## src/rtl/register_bank_if.sv

```systemverilog
// Request/response bundle for register_bank: one write port, two read ports,
// and the bulk-clear handshake.
interface register_bank_if #(
  parameter int WIDTH  = 8,
  parameter int ADDR_W = 3
);
  logic              wr_en;
  logic [ADDR_W-1:0] wr_addr;
  logic [WIDTH-1:0]  wr_data;
  logic              rd_en_a;
  logic [ADDR_W-1:0] rd_addr_a;
  logic [WIDTH-1:0]  rd_data_a;
  logic              rd_valid_a;
  logic              rd_en_b;
  logic [ADDR_W-1:0] rd_addr_b;
  logic [WIDTH-1:0]  rd_data_b;
  logic              rd_valid_b;
  logic              clr_req;
  logic              busy;

  modport master (
    output wr_en, wr_addr, wr_data,
    output rd_en_a, rd_addr_a, rd_en_b, rd_addr_b, clr_req,
    input  rd_data_a, rd_valid_a, rd_data_b, rd_valid_b, busy
  );

  modport slave (
    input  wr_en, wr_addr, wr_data,
    input  rd_en_a, rd_addr_a, rd_en_b, rd_addr_b, clr_req,
    output rd_data_a, rd_valid_a, rd_data_b, rd_valid_b, busy
  );
endinterface

```

## src/rtl/register_bank.sv

```systemverilog
// NUM_REGS x WIDTH register bank: one write port, two registered read ports,
// sequenced bulk clear. Define REGISTER_BANK_WRITE_BYPASS_EN for write-to-read bypass.
module rb_rd_port #(
  parameter int WIDTH    = 8,
  parameter int NUM_REGS = 8,
  parameter int ADDR_W   = 3
) (
  input  logic                              clock,
  input  logic                              aresetn,
  input  logic                              accept,
  input  logic [ADDR_W-1:0]                 rd_addr,
  input  logic [NUM_REGS-1:0][WIDTH-1:0]    mem,
  input  logic                              fwd_hit,
  input  logic [WIDTH-1:0]                  fwd_data,
  output logic [WIDTH-1:0]                  rd_data,
  output logic                              rd_valid
);
  logic [WIDTH-1:0] rsel;

  // Addresses past NUM_REGS match no entry and read as zero.
  always_comb begin
    rsel = '0;
    for (int i = 0; i < NUM_REGS; i++)
      if (rd_addr == i[ADDR_W-1:0]) rsel = mem[i];
    if (fwd_hit) rsel = fwd_data;
  end

  always_ff @(posedge clock or negedge aresetn) begin
    if (!aresetn) begin
      rd_data  <= '0;
      rd_valid <= 1'b0;
    end else begin
      rd_valid <= accept;
      if (accept) rd_data <= rsel;
    end
  end
endmodule

module register_bank #(
  parameter int WIDTH    = 8,
  parameter int NUM_REGS = 8,
  parameter int ADDR_W   = $clog2(NUM_REGS),
  parameter int ZERO_REG = 0
) (
  input  logic           clock,
  input  logic           aresetn,
  register_bank_if.slave bus
);
  localparam int NPORT = 2;
  localparam logic [ADDR_W:0]   NREG = (ADDR_W+1)'(NUM_REGS);
  localparam logic [ADDR_W-1:0] LAST = ADDR_W'(NUM_REGS-1);

  typedef enum logic {IDLE, CLEAR} state_t;

  state_t                       state;
  logic [ADDR_W-1:0]            cnt;
  logic [NUM_REGS-1:0][WIDTH-1:0] mem;
  logic                         idle, wr_ok, in_rng, zero_hit;

  logic [NPORT-1:0]             rd_en, rd_valid, fwd_hit;
  logic [NPORT-1:0][ADDR_W-1:0] rd_addr;
  logic [NPORT-1:0][WIDTH-1:0]  rd_data;

  assign idle     = (state == IDLE);
  assign in_rng   = ({1'b0, bus.wr_addr} < NREG);
  assign zero_hit = (ZERO_REG != 0) && (bus.wr_addr == '0);
  // A clear request in the same cycle takes priority over the write.
  assign wr_ok    = idle && bus.wr_en && !bus.clr_req && in_rng && !zero_hit;

  always_ff @(posedge clock or negedge aresetn) begin
    if (!aresetn) begin
      state    <= IDLE;
      cnt      <= '0;
      bus.busy <= 1'b0;
    end else begin
      case (state)
        IDLE: if (bus.clr_req) begin
          state    <= CLEAR;
          cnt      <= '0;
          bus.busy <= 1'b1;
        end
        CLEAR: if (cnt == LAST) begin
          state    <= IDLE;
          cnt      <= '0;
          bus.busy <= 1'b0;
        end else begin
          cnt <= cnt + 1'b1;
        end
        default: state <= IDLE;
      endcase
    end
  end

  always_ff @(posedge clock or negedge aresetn) begin
    if (!aresetn) begin
      mem <= '0;
    end else begin
      for (int e = 0; e < NUM_REGS; e++) begin
        if (!idle && cnt == e[ADDR_W-1:0])            mem[e] <= '0;
        else if (wr_ok && bus.wr_addr == e[ADDR_W-1:0]) mem[e] <= bus.wr_data;
      end
    end
  end

  assign rd_en   = {bus.rd_en_b,   bus.rd_en_a};
  assign rd_addr = {bus.rd_addr_b, bus.rd_addr_a};

  for (genvar g = 0; g < NPORT; g++) begin : g_port
`ifdef REGISTER_BANK_WRITE_BYPASS_EN
    assign fwd_hit[g] = wr_ok && (bus.wr_addr == rd_addr[g]);
`else
    assign fwd_hit[g] = 1'b0;
`endif
    rb_rd_port #(.WIDTH(WIDTH), .NUM_REGS(NUM_REGS), .ADDR_W(ADDR_W)) u_port (
      .clock    (clock),
      .aresetn  (aresetn),
      .accept   (idle && rd_en[g]),
      .rd_addr  (rd_addr[g]),
      .mem      (mem),
      .fwd_hit  (fwd_hit[g]),
      .fwd_data (bus.wr_data),
      .rd_data  (rd_data[g]),
      .rd_valid (rd_valid[g])
    );
  end

  assign bus.rd_data_a  = rd_data[0];
  assign bus.rd_valid_a = rd_valid[0];
  assign bus.rd_data_b  = rd_data[1];
  assign bus.rd_valid_b = rd_valid[1];
endmodule

```

## src/flat_wrapper.sv

```systemverilog
// flat-port wrapper written by rule: the top's interface ports become plain ports
module register_bank_flat 
#(
  parameter int WIDTH    = 8,
  parameter int NUM_REGS = 8,
  parameter int ADDR_W   = $clog2(NUM_REGS),
  parameter int ZERO_REG = 0
)
  (clock, aresetn, bus_wr_en, bus_wr_addr, bus_wr_data, bus_rd_en_a, bus_rd_addr_a, bus_rd_en_b, bus_rd_addr_b, bus_clr_req, bus_rd_data_a, bus_rd_valid_a, bus_rd_data_b, bus_rd_valid_b, bus_busy);
  register_bank_if #(.WIDTH(WIDTH), .ADDR_W(ADDR_W)) bus_i ();
  input  logic clock;
  input  logic aresetn;
  input wire logic [$bits(bus_i.wr_en)-1:0] bus_wr_en;
  input wire logic [$bits(bus_i.wr_addr)-1:0] bus_wr_addr;
  input wire logic [$bits(bus_i.wr_data)-1:0] bus_wr_data;
  input wire logic [$bits(bus_i.rd_en_a)-1:0] bus_rd_en_a;
  input wire logic [$bits(bus_i.rd_addr_a)-1:0] bus_rd_addr_a;
  input wire logic [$bits(bus_i.rd_en_b)-1:0] bus_rd_en_b;
  input wire logic [$bits(bus_i.rd_addr_b)-1:0] bus_rd_addr_b;
  input wire logic [$bits(bus_i.clr_req)-1:0] bus_clr_req;
  output wire logic [$bits(bus_i.rd_data_a)-1:0] bus_rd_data_a;
  output wire logic [$bits(bus_i.rd_valid_a)-1:0] bus_rd_valid_a;
  output wire logic [$bits(bus_i.rd_data_b)-1:0] bus_rd_data_b;
  output wire logic [$bits(bus_i.rd_valid_b)-1:0] bus_rd_valid_b;
  output wire logic [$bits(bus_i.busy)-1:0] bus_busy;
  assign bus_i.wr_en = bus_wr_en;
  assign bus_i.wr_addr = bus_wr_addr;
  assign bus_i.wr_data = bus_wr_data;
  assign bus_i.rd_en_a = bus_rd_en_a;
  assign bus_i.rd_addr_a = bus_rd_addr_a;
  assign bus_i.rd_en_b = bus_rd_en_b;
  assign bus_i.rd_addr_b = bus_rd_addr_b;
  assign bus_i.clr_req = bus_clr_req;
  assign bus_rd_data_a = bus_i.rd_data_a;
  assign bus_rd_valid_a = bus_i.rd_valid_a;
  assign bus_rd_data_b = bus_i.rd_data_b;
  assign bus_rd_valid_b = bus_i.rd_valid_b;
  assign bus_busy = bus_i.busy;
  register_bank #(.WIDTH(WIDTH), .NUM_REGS(NUM_REGS), .ADDR_W(ADDR_W), .ZERO_REG(ZERO_REG)) u_core (.clock(clock), .aresetn(aresetn), .bus(bus_i));
endmodule
```

## config.mk

```make
export PLATFORM = sky130hd
export DESIGN_NAME = register_bank_flat
export DESIGN_NICKNAME = d
export VERILOG_FILES = /design/src/rtl/register_bank_if.sv /design/src/rtl/register_bank.sv /design/src/flat_wrapper.sv
export SDC_FILE = /design/constraint.sdc
export NUM_CORES = 1
export LEC_CHECK = 0
export ABC_AREA = 1
export ABC_CLOCK_PERIOD_IN_PS = 1700
export CORE_MARGIN = 2
export CORE_UTILIZATION = 32
export DETAILED_ROUTE_END_ITERATION = 12
export HOLD_SLACK_MARGIN = 0.05
export PLACE_DENSITY = 0.54
export SETUP_SLACK_MARGIN = 0.1
export SLEW_MARGIN = 20
export SYNTH_ARGS = -nofsm -noshare
export SYNTH_HDL_FRONTEND = slang
export SYNTH_HIERARCHICAL = 1
export SYNTH_SLANG_ARGS = --single-unit
export TNS_END_PERCENT = 50
```

## constraint.sdc

```tcl
create_clock -name clock -period 1.7 [get_ports clock]
set_input_delay 0.17 -clock clock [delete_from_list [all_inputs] [get_ports clock]]
set_output_delay 0.17 -clock clock [all_outputs]
set_load 0.01 [all_outputs]
```

Yosys cells after proc, flatten, opt, wreduce, memory -nomap -nowiden
Index checks and enable logic that the tools add are counted.
Operators by class
  add/sub/neg operators: 1
  eq/ne operators: 30
  multiplexer cells: 41
  bitwise gates (word level): 1
  reductions and logical operators: 34
Operators with widths (count)
  8-bit two-way mux: 32
  3-bit equality test, second input constant: 16
  3-bit by 2-bit equality test with 1-bit output, second input constant: 8
  1-bit logical AND: 20
  2-bit nonzero test: 8
  3-bit by 1-bit equality test with 1-bit output, second input constant: 4
  3-bit zero test: 4
  3-bit two-way mux: 2
  3-bit case mux with 2 select lines: 1
  1-bit two-way mux: 4
  2-bit != test, second input constant: 2
  1-bit case mux with 2 select lines: 2
  3-bit by 1-bit adder with 3-bit output, second input constant: 1
  2-bit AND reduction: 1
  1-bit zero test: 1
  1-bit inverter: 1
Word-level totals
  bits in registers: 87
  input port bits: 23
  output and inout port bits: 19
  word-level logic and storage cells: 122

Longest topological paths before layout
Gate-level depths: netlist (run 1).
  depth in word-level cells: 9
  mapped depth: 8
  mapped depth without buffers: 7

Cells and area by module
The synthesis (run 1) kept the hierarchy.
By module, submodules not included
  register_bank: instances 1, cells each 344, area an instance 3057.9 µm²
  rb_rd_port: instances 2, cells each 164, area an instance 1007.2 µm²

Least setup slack after synthesis (run 1)
Ideal clock, no wire load.
  path kind: reg-to-reg
  start: register u_core.state
  end: register u_core.g_port[0].u_port.rd_data[4]
  library setup time: 117 ps
  arrival time: 1215 ps
  setup slack: 369 ps
  cell stages (with the launch flop): 8
  path buffers: 2
  cell sequence: dfrtp_1 > buf_4 > nor2_1 > inv_1 > clkbuf_1 > a21oi_1 > nand2_1 > nand2_1
On the way
  longest elaborated chain between the ends: 2
RTL lines
  start, declared: RTL line register_bank.sv:55  | state_t state;
  start signal, assigned: RTL line register_bank.sv:72  | state <= IDLE;
  start signal, assigned: RTL line register_bank.sv:78  | state <= CLEAR;
  start signal, assigned: RTL line register_bank.sv:83  | state <= IDLE;
  1-bit inverter
  1-bit logical AND: RTL line register_bank.sv:117  | .accept (idle && rd_en[g]),
  end signal, assigned: RTL line register_bank.sv:34  | if (accept) rd_data <= rsel;
  end, declared: RTL line register_bank.sv:15  | output logic [WIDTH-1:0] rd_data,
No other way between the ends.
A chain may end at the register's enable or synchronous reset.

Worst setup path in the final report (run 1)
  start: register u_core.g_port[0].u_port.rd_data[3]
  end: output port bus_rd_data_a[3]
RTL lines
  end, declared: RTL line flat_wrapper.sv:21  | output wire logic [$bits(bus_i.rd_data_a)-1:0] bus_rd_data_a;
No word-level cell between the ends.

==> flow_metrics.tcl, run 1 <==
set metrics [dict create \
    outcome "finished clean" \
    ys_ff_latch 87 \
    hold_viol 0 \
    cp_top_family "buffers and inverters" \
    cap_violations 0 \
    layout-drive-gt1-share 0.112 \
    dpl_cell_area_um2 5900 \
    finalNonFillerCells 942 \
    clkTransAtPathRegs_ps 70 \
    setup_viol 0 \
    clock.fmax_ghz 0.669 \
    crit_chain "clkdlybuf4s50_1" \
    grt_pass1_wl_um 26500 \
    grt_pass1_vias 4610 \
    synth_area_leaders "dfrtp_1 (43%), nand2_1 (13%), nand3_1 (13%)" \
    use_met1 0.308 \
    crit_required_ps 1530 \
    fin_skew_ps 8.23 \
    wl_per_cell_um 18.0 \
    grt_overflow 0 \
    wirelength_um 17000 \
    p_total_mw 7.00 \
    antenna_found_initial 0 \
    grt.busiest_layer "met1" \
    worstReg2RegStart "u_core/state" \
    critPathArrivalTime_ps 1320 \
    synth_top_cell_area_share 0.429 \
    fp.dieH_um 130 \
    cp-startpoint "u_core/g_port[0].u_port/rd_data[3]" \
    path_depth 1 \
    whs_ps 286 \
    drv_slew 0 \
    synth_cell_types 21 \
    r2r_slack_ps 230 \
    min_path_type "in2async" \
    insertion_delay_ps 350 \
    port_buffers 41 \
    die_area_um2 16900 \
    ys_seq_area_frac 0.429 \
    timing.rr.end "u_core/mem[50]" \
    final.period_utilization 0.879 \
    synth_cells 672 \
    drt-vias-per-instance 5.31 \
    core_um2 15700 \
    yosysWarnings 6 \
    grtUsageMet2 0.304 \
    met3_usage 0.0492 \
    critPathSlowestCell "clkdlybuf4s50_1" \
    grt_usage 0.210 \
    rsz0062_at_grt "no" \
    crit_buf_inv 1 \
    num_io_pins 42 \
    endpoint "bus_rd_data_a[3]" \
    reg2reg_depth 7 \
    dp_cells 926 \
    die_w_um 130 \
    cts_setup_buffers 0 \
    setup_tns_ps 0 \
    grt_max_degree 38 \
    clockRootBuffer "clkbuf_16" \
    fin_area_um2 6200 \
    htree_levels 3 \
    dp_slack_ps -112 \
    critical-path-max-stage-delay_ps 560 \
    syn_avg_cell_area_um2 7.55 \
    nets 752 \
    final_core_util 0.395 \
    area_growth_pct 22.3 \
    drtPass1Iterations 5 \
    synth_area_um2 5070 \
    cts_tree "done" \
    setup_ws_ps 205 \
    numCtsBuffers 9 \
    place_congestion 0.933 \
    std_cell_rows 46 \
    setup.worst_path.class "reg2out" \
    min_period_ps 1490 \
    clk_path_buf_depth 2 \
    startpoint_type "flip-flop" \
    endpoint_kind "output port" \
    ir_drop_v 0.000611 \
    drc 0 \
    num_vias 5000 \
    leakage_nw 2.94 \
    ant_nets 0 \
    worstPathMaxFanout 2 \
    powerDensity_nw_per_um2 1130 \
    clkSinkCount 87 \
    hpwl_um 12600 \
    synth_top_area_cell "dfrtp_1" \
    initial_core_util 0.323 \
    drt-initial-drc-count 464 \
    antenna_cells 0 \
]
[final cells by class]
type	count	area, um2
repair buffers	73	763
fillers	1602	9510
multi-input cells	498	2490
clock inverters	3	43.8
well taps	216	270
inverters	53	209
flip-flops and latches	87	2180
clock buffers	12	246
[cells by family after synthesis]
logic type / share of synthesized area
AO/OA/AOI/OAI: 0.0368
AND/OR/NAND/NOR: 0.434
buffers and inverters: 0.0816
flip-flops: 0.429
adder cells (fa/ha/maj): 0.0173
other: 0.000739
[cells in the mapped netlist, drive strengths merged]
| master | n |
|---|---|
| a21oi | 33 |
| buf | 21 |
| clkbuf | 14 |
| conb | 1 |
| dfrtp | 87 |
| ha | 7 |
| inv | 53 |
| nand2 | 188 |
| nand3 | 131 |
| nand4 | 80 |
| nor2 | 47 |
| nor3 | 6 |
| o21ai | 3 |
| o22ai | 1 |
[layer usage]
layer	routed length, um	up-vias
met5	0	-
met1	7680	2353
li1	-	2394
met4	387	0
met3	1610	31
met2	7290	222
[how the worst min path moves through the flow]
stage                 start         endpoint  slack [ps]  cells after the start
global placement    aresetn   u_core/mem[20]         120                      1
detailed placement  aresetn   u_core/mem[20]         120                      1
floorplan           aresetn  u_core/bus.busy        -130                      0
global route        aresetn   u_core/mem[20]         320                      2
finish              aresetn   u_core/mem[20]         290                      2
CTS                 aresetn   u_core/mem[48]         300                      2
[flip-flops by register name, indices dropped and copies added (netlist names)]
signal	cells
u_core/cnt	3
u_core/mem	64
u_core/bus.busy	1
u_core/g_port.u_port/rd_data	16
u_core/g_port.u_port/rd_valid	2
u_core/state	1
[placed cells by master (no fill, tap or decap), drive strengths merged, types with 3 or more instances in the layout]
| cell | n |
|---|---|
| inv | 53 |
| clkbuf | 12 |
| nor2 | 47 |
| nor3 | 6 |
| o21ai | 3 |
| nand4 | 80 |
| a21oi | 33 |
| nand3 | 131 |
| nand2 | 188 |
| buf | 32 |
| dfrtp | 87 |
| clkdlybuf4s50 | 40 |
| ha | 7 |
[power breakdown]
part / switching, mW / internal [mW]
Clock: 0.849 / 1.17
Sequential: 0.448 / 2.51
Combinational: 1.18 / 0.840
Total: 2.47 / 4.52
[repair_timing]
action / CTS / global route
resized for setup: 0 / 2
hold endpoints to repair: 22 / 0
hold buffers: 1 / 0
setup endpoints to repair: 0 / 9
Power figures use the tool's default switching activity.
==> run 2: changes to the inputs <==
- CORE_MARGIN: 2 -> not set
- CORE_UTILIZATION: 32 -> 50
- PLACE_DENSITY: 0.54 -> 0.75
==> flow_metrics.tcl, run 2 (synthesized netlist as in run 1, its figures left out) <==
set metrics [dict create \
    power_frac_comb 0.310 \
    tightest_slew_ps 570 \
    std_cell_rows 36 \
    grt_pass1_vias 4633 \
    setup_viol 0 \
    r2r_slack_ps 180 \
    startpoint_type "flip-flop" \
    grt_pass1_wl_um 25900 \
    setup_tns_ps 0 \
    core_um2 9820 \
    min_period_ps 1530 \
    worstReg2RegStart "u_core/state" \
    fin_area_um2 6030 \
    net-switching-power_mw 2.48 \
    final_core_util 0.614 \
    mostFrequentLayoutCells "nand2_1 (179), nand3_1 (131), dfrtp_1 (87), nand4_1 (80), inv_1 (46)" \
    endpoint "bus_rd_data_a[3]" \
    drv_slew 0 \
    nets 757 \
    clkTransAtPathRegs_ps 100 \
    dpl_cell_area_um2 5820 \
    dp_slack_ps -169 \
    drt-initial-drc-count 478 \
    powerDensity_nw_per_um2 1060 \
    largest_reg_flops 64 \
    cp-startpoint "u_core/g_port[0].u_port/rd_data[3]" \
    final.period_utilization 0.899 \
    fin_skew_ps 10.6 \
    crit_chain "clkdlybuf4s50_1" \
    cp_top_family "buffers and inverters" \
    p_total_mw 6.40 \
    pwr-share-clk 0.228 \
    clkSinkCount 87 \
    leakage_nw 2.92 \
    hold_viol 0 \
    slew_headroom 0.618 \
    num_io_pins 42 \
    critPathSlowestCell "clkdlybuf4s50_1" \
    finalNonFillerCells 865 \
    p_int_mw 3.92 \
    antenna_found_initial 0 \
    die_w_um 103 \
    cts_setup_buffers 0 \
    wl_per_cell_um 19.5 \
    initial_core_util 0.517 \
    fill_cells 913 \
    crit_buf_inv 1 \
    drc 0 \
    outcome "finished clean" \
    clock.fmax_ghz 0.654 \
    cts_tree "done" \
    drtPass1Iterations 5 \
    numCtsBuffers 9 \
    fp.dieH_um 103 \
    min_path_type "in2async" \
    worstPathMaxFanout 2 \
    cap_violations 0 \
    grt_usage 0.342 \
    regMostFlops "u_core/mem" \
    drt-vias-per-instance 5.95 \
    ant_nets 0 \
    reg.largest.list "u_core/mem: 64 flops, u_core/g_port.u_port/rd_data: 16 flops, u_core/cnt: 3 flops" \
    area_growth_pct 18.9 \
    seqPwrFrac 0.462 \
    hpwl_um 12300 \
    multiInputGateArea_um2 2490 \
    insertion_delay_ps 380 \
    critPathArrivalTime_ps 1360 \
    crit_required_ps 1530 \
    timing.rr.end "u_core/mem[10]" \
    endpoint_kind "output port" \
    dp_cells 848 \
    whs_ps 238 \
    place_congestion 0.987 \
    rsz0062_at_grt "no" \
    final_common_cell "nand2_1" \
    reg2reg_depth 7 \
    ir_drop_v 0.000695 \
    setup_ws_ps 171 \
    p_sw_frac 0.387 \
    setup.worst_path.class "reg2out" \
    clockRootBuffer "clkbuf_8" \
    layout-drive-gt1-share 0.119 \
    die_area_um2 10600 \
    num_vias 5146 \
    seq_area_um2 2180 \
    antenna_cells 0 \
    port_buffers 41 \
    grt_max_degree 45 \
    clk_path_buf_depth 2 \
    wirelength_um 16800 \
    htree_levels 3 \
    path_depth 1 \
    grt_overflow 0 \
    critical-path-max-stage-delay_ps 560 \
]
run 2: changes by cell type in the layout (fill, tap and decap cells not counted), moves of 2 or more:
cell	previous run	this run
clkbuf_1	2	0
inv_8	0	3
buf_4	23	29
clkinv_4	1	3
clkbuf_8	1	9
clkbuf_16	9	0
run 2: layout make-up:
type | count | share of cell area
clock buffers | 9 | 0.0205
inverters | 53 | 0.0346
repair buffers | 78 | 0.131
flip-flops and latches | 87 | 0.361
clock inverters | 7 | 0.0127
multi-input cells | 498 | 0.413
well taps | 133 | 0.0276
run 2: what timing repair did:
| action | in CTS | in global routing |
|---|---|---|
| hold buffers | 1 | 0 |
| resized for setup | 0 | 0 |
| hold endpoints to repair | 24 | 0 |
run 2: worst register-to-register path, delay by kind of cell, from the launching register on:
kind	cells	cell delay [ps]
flops	1	510
buf+inv	2	320
simple gates	5	590
run 2: how the worst min path moves through the flow:
stage / start / end / slack (ps)
floorplan: aresetn / u_core/bus.busy / -130
global placement: aresetn / u_core/g_port[1].u_port/rd_data[6] / 110
detailed placement: aresetn / u_core/g_port[1].u_port/rd_data[6] / 110
CTS: aresetn / u_core/g_port[1].u_port/rd_data[6] / 250
global route: aresetn / u_core/g_port[1].u_port/rd_data[2] / 260
finish: aresetn / u_core/g_port[1].u_port/rd_data[2] / 240
run 2: layer usage:
metal	part of all wire	global-route usage
met1	0.42	0.489
met2	0.44	0.489
met3	0.10	0.0814
met4	0.037	0.158
met5	0	0
run 2: power by group through the flow:
stage                     clock network (mW)  logic (mW)  registers, mW
after detailed placement                   0        1.97           2.98
after global routing                    1.57        2.22           2.99
after floorplan                            0        1.05           2.90
after global placement                     0        1.92           2.97
after CTS                               1.48        1.98           2.94
final                                   1.46        1.98           2.96
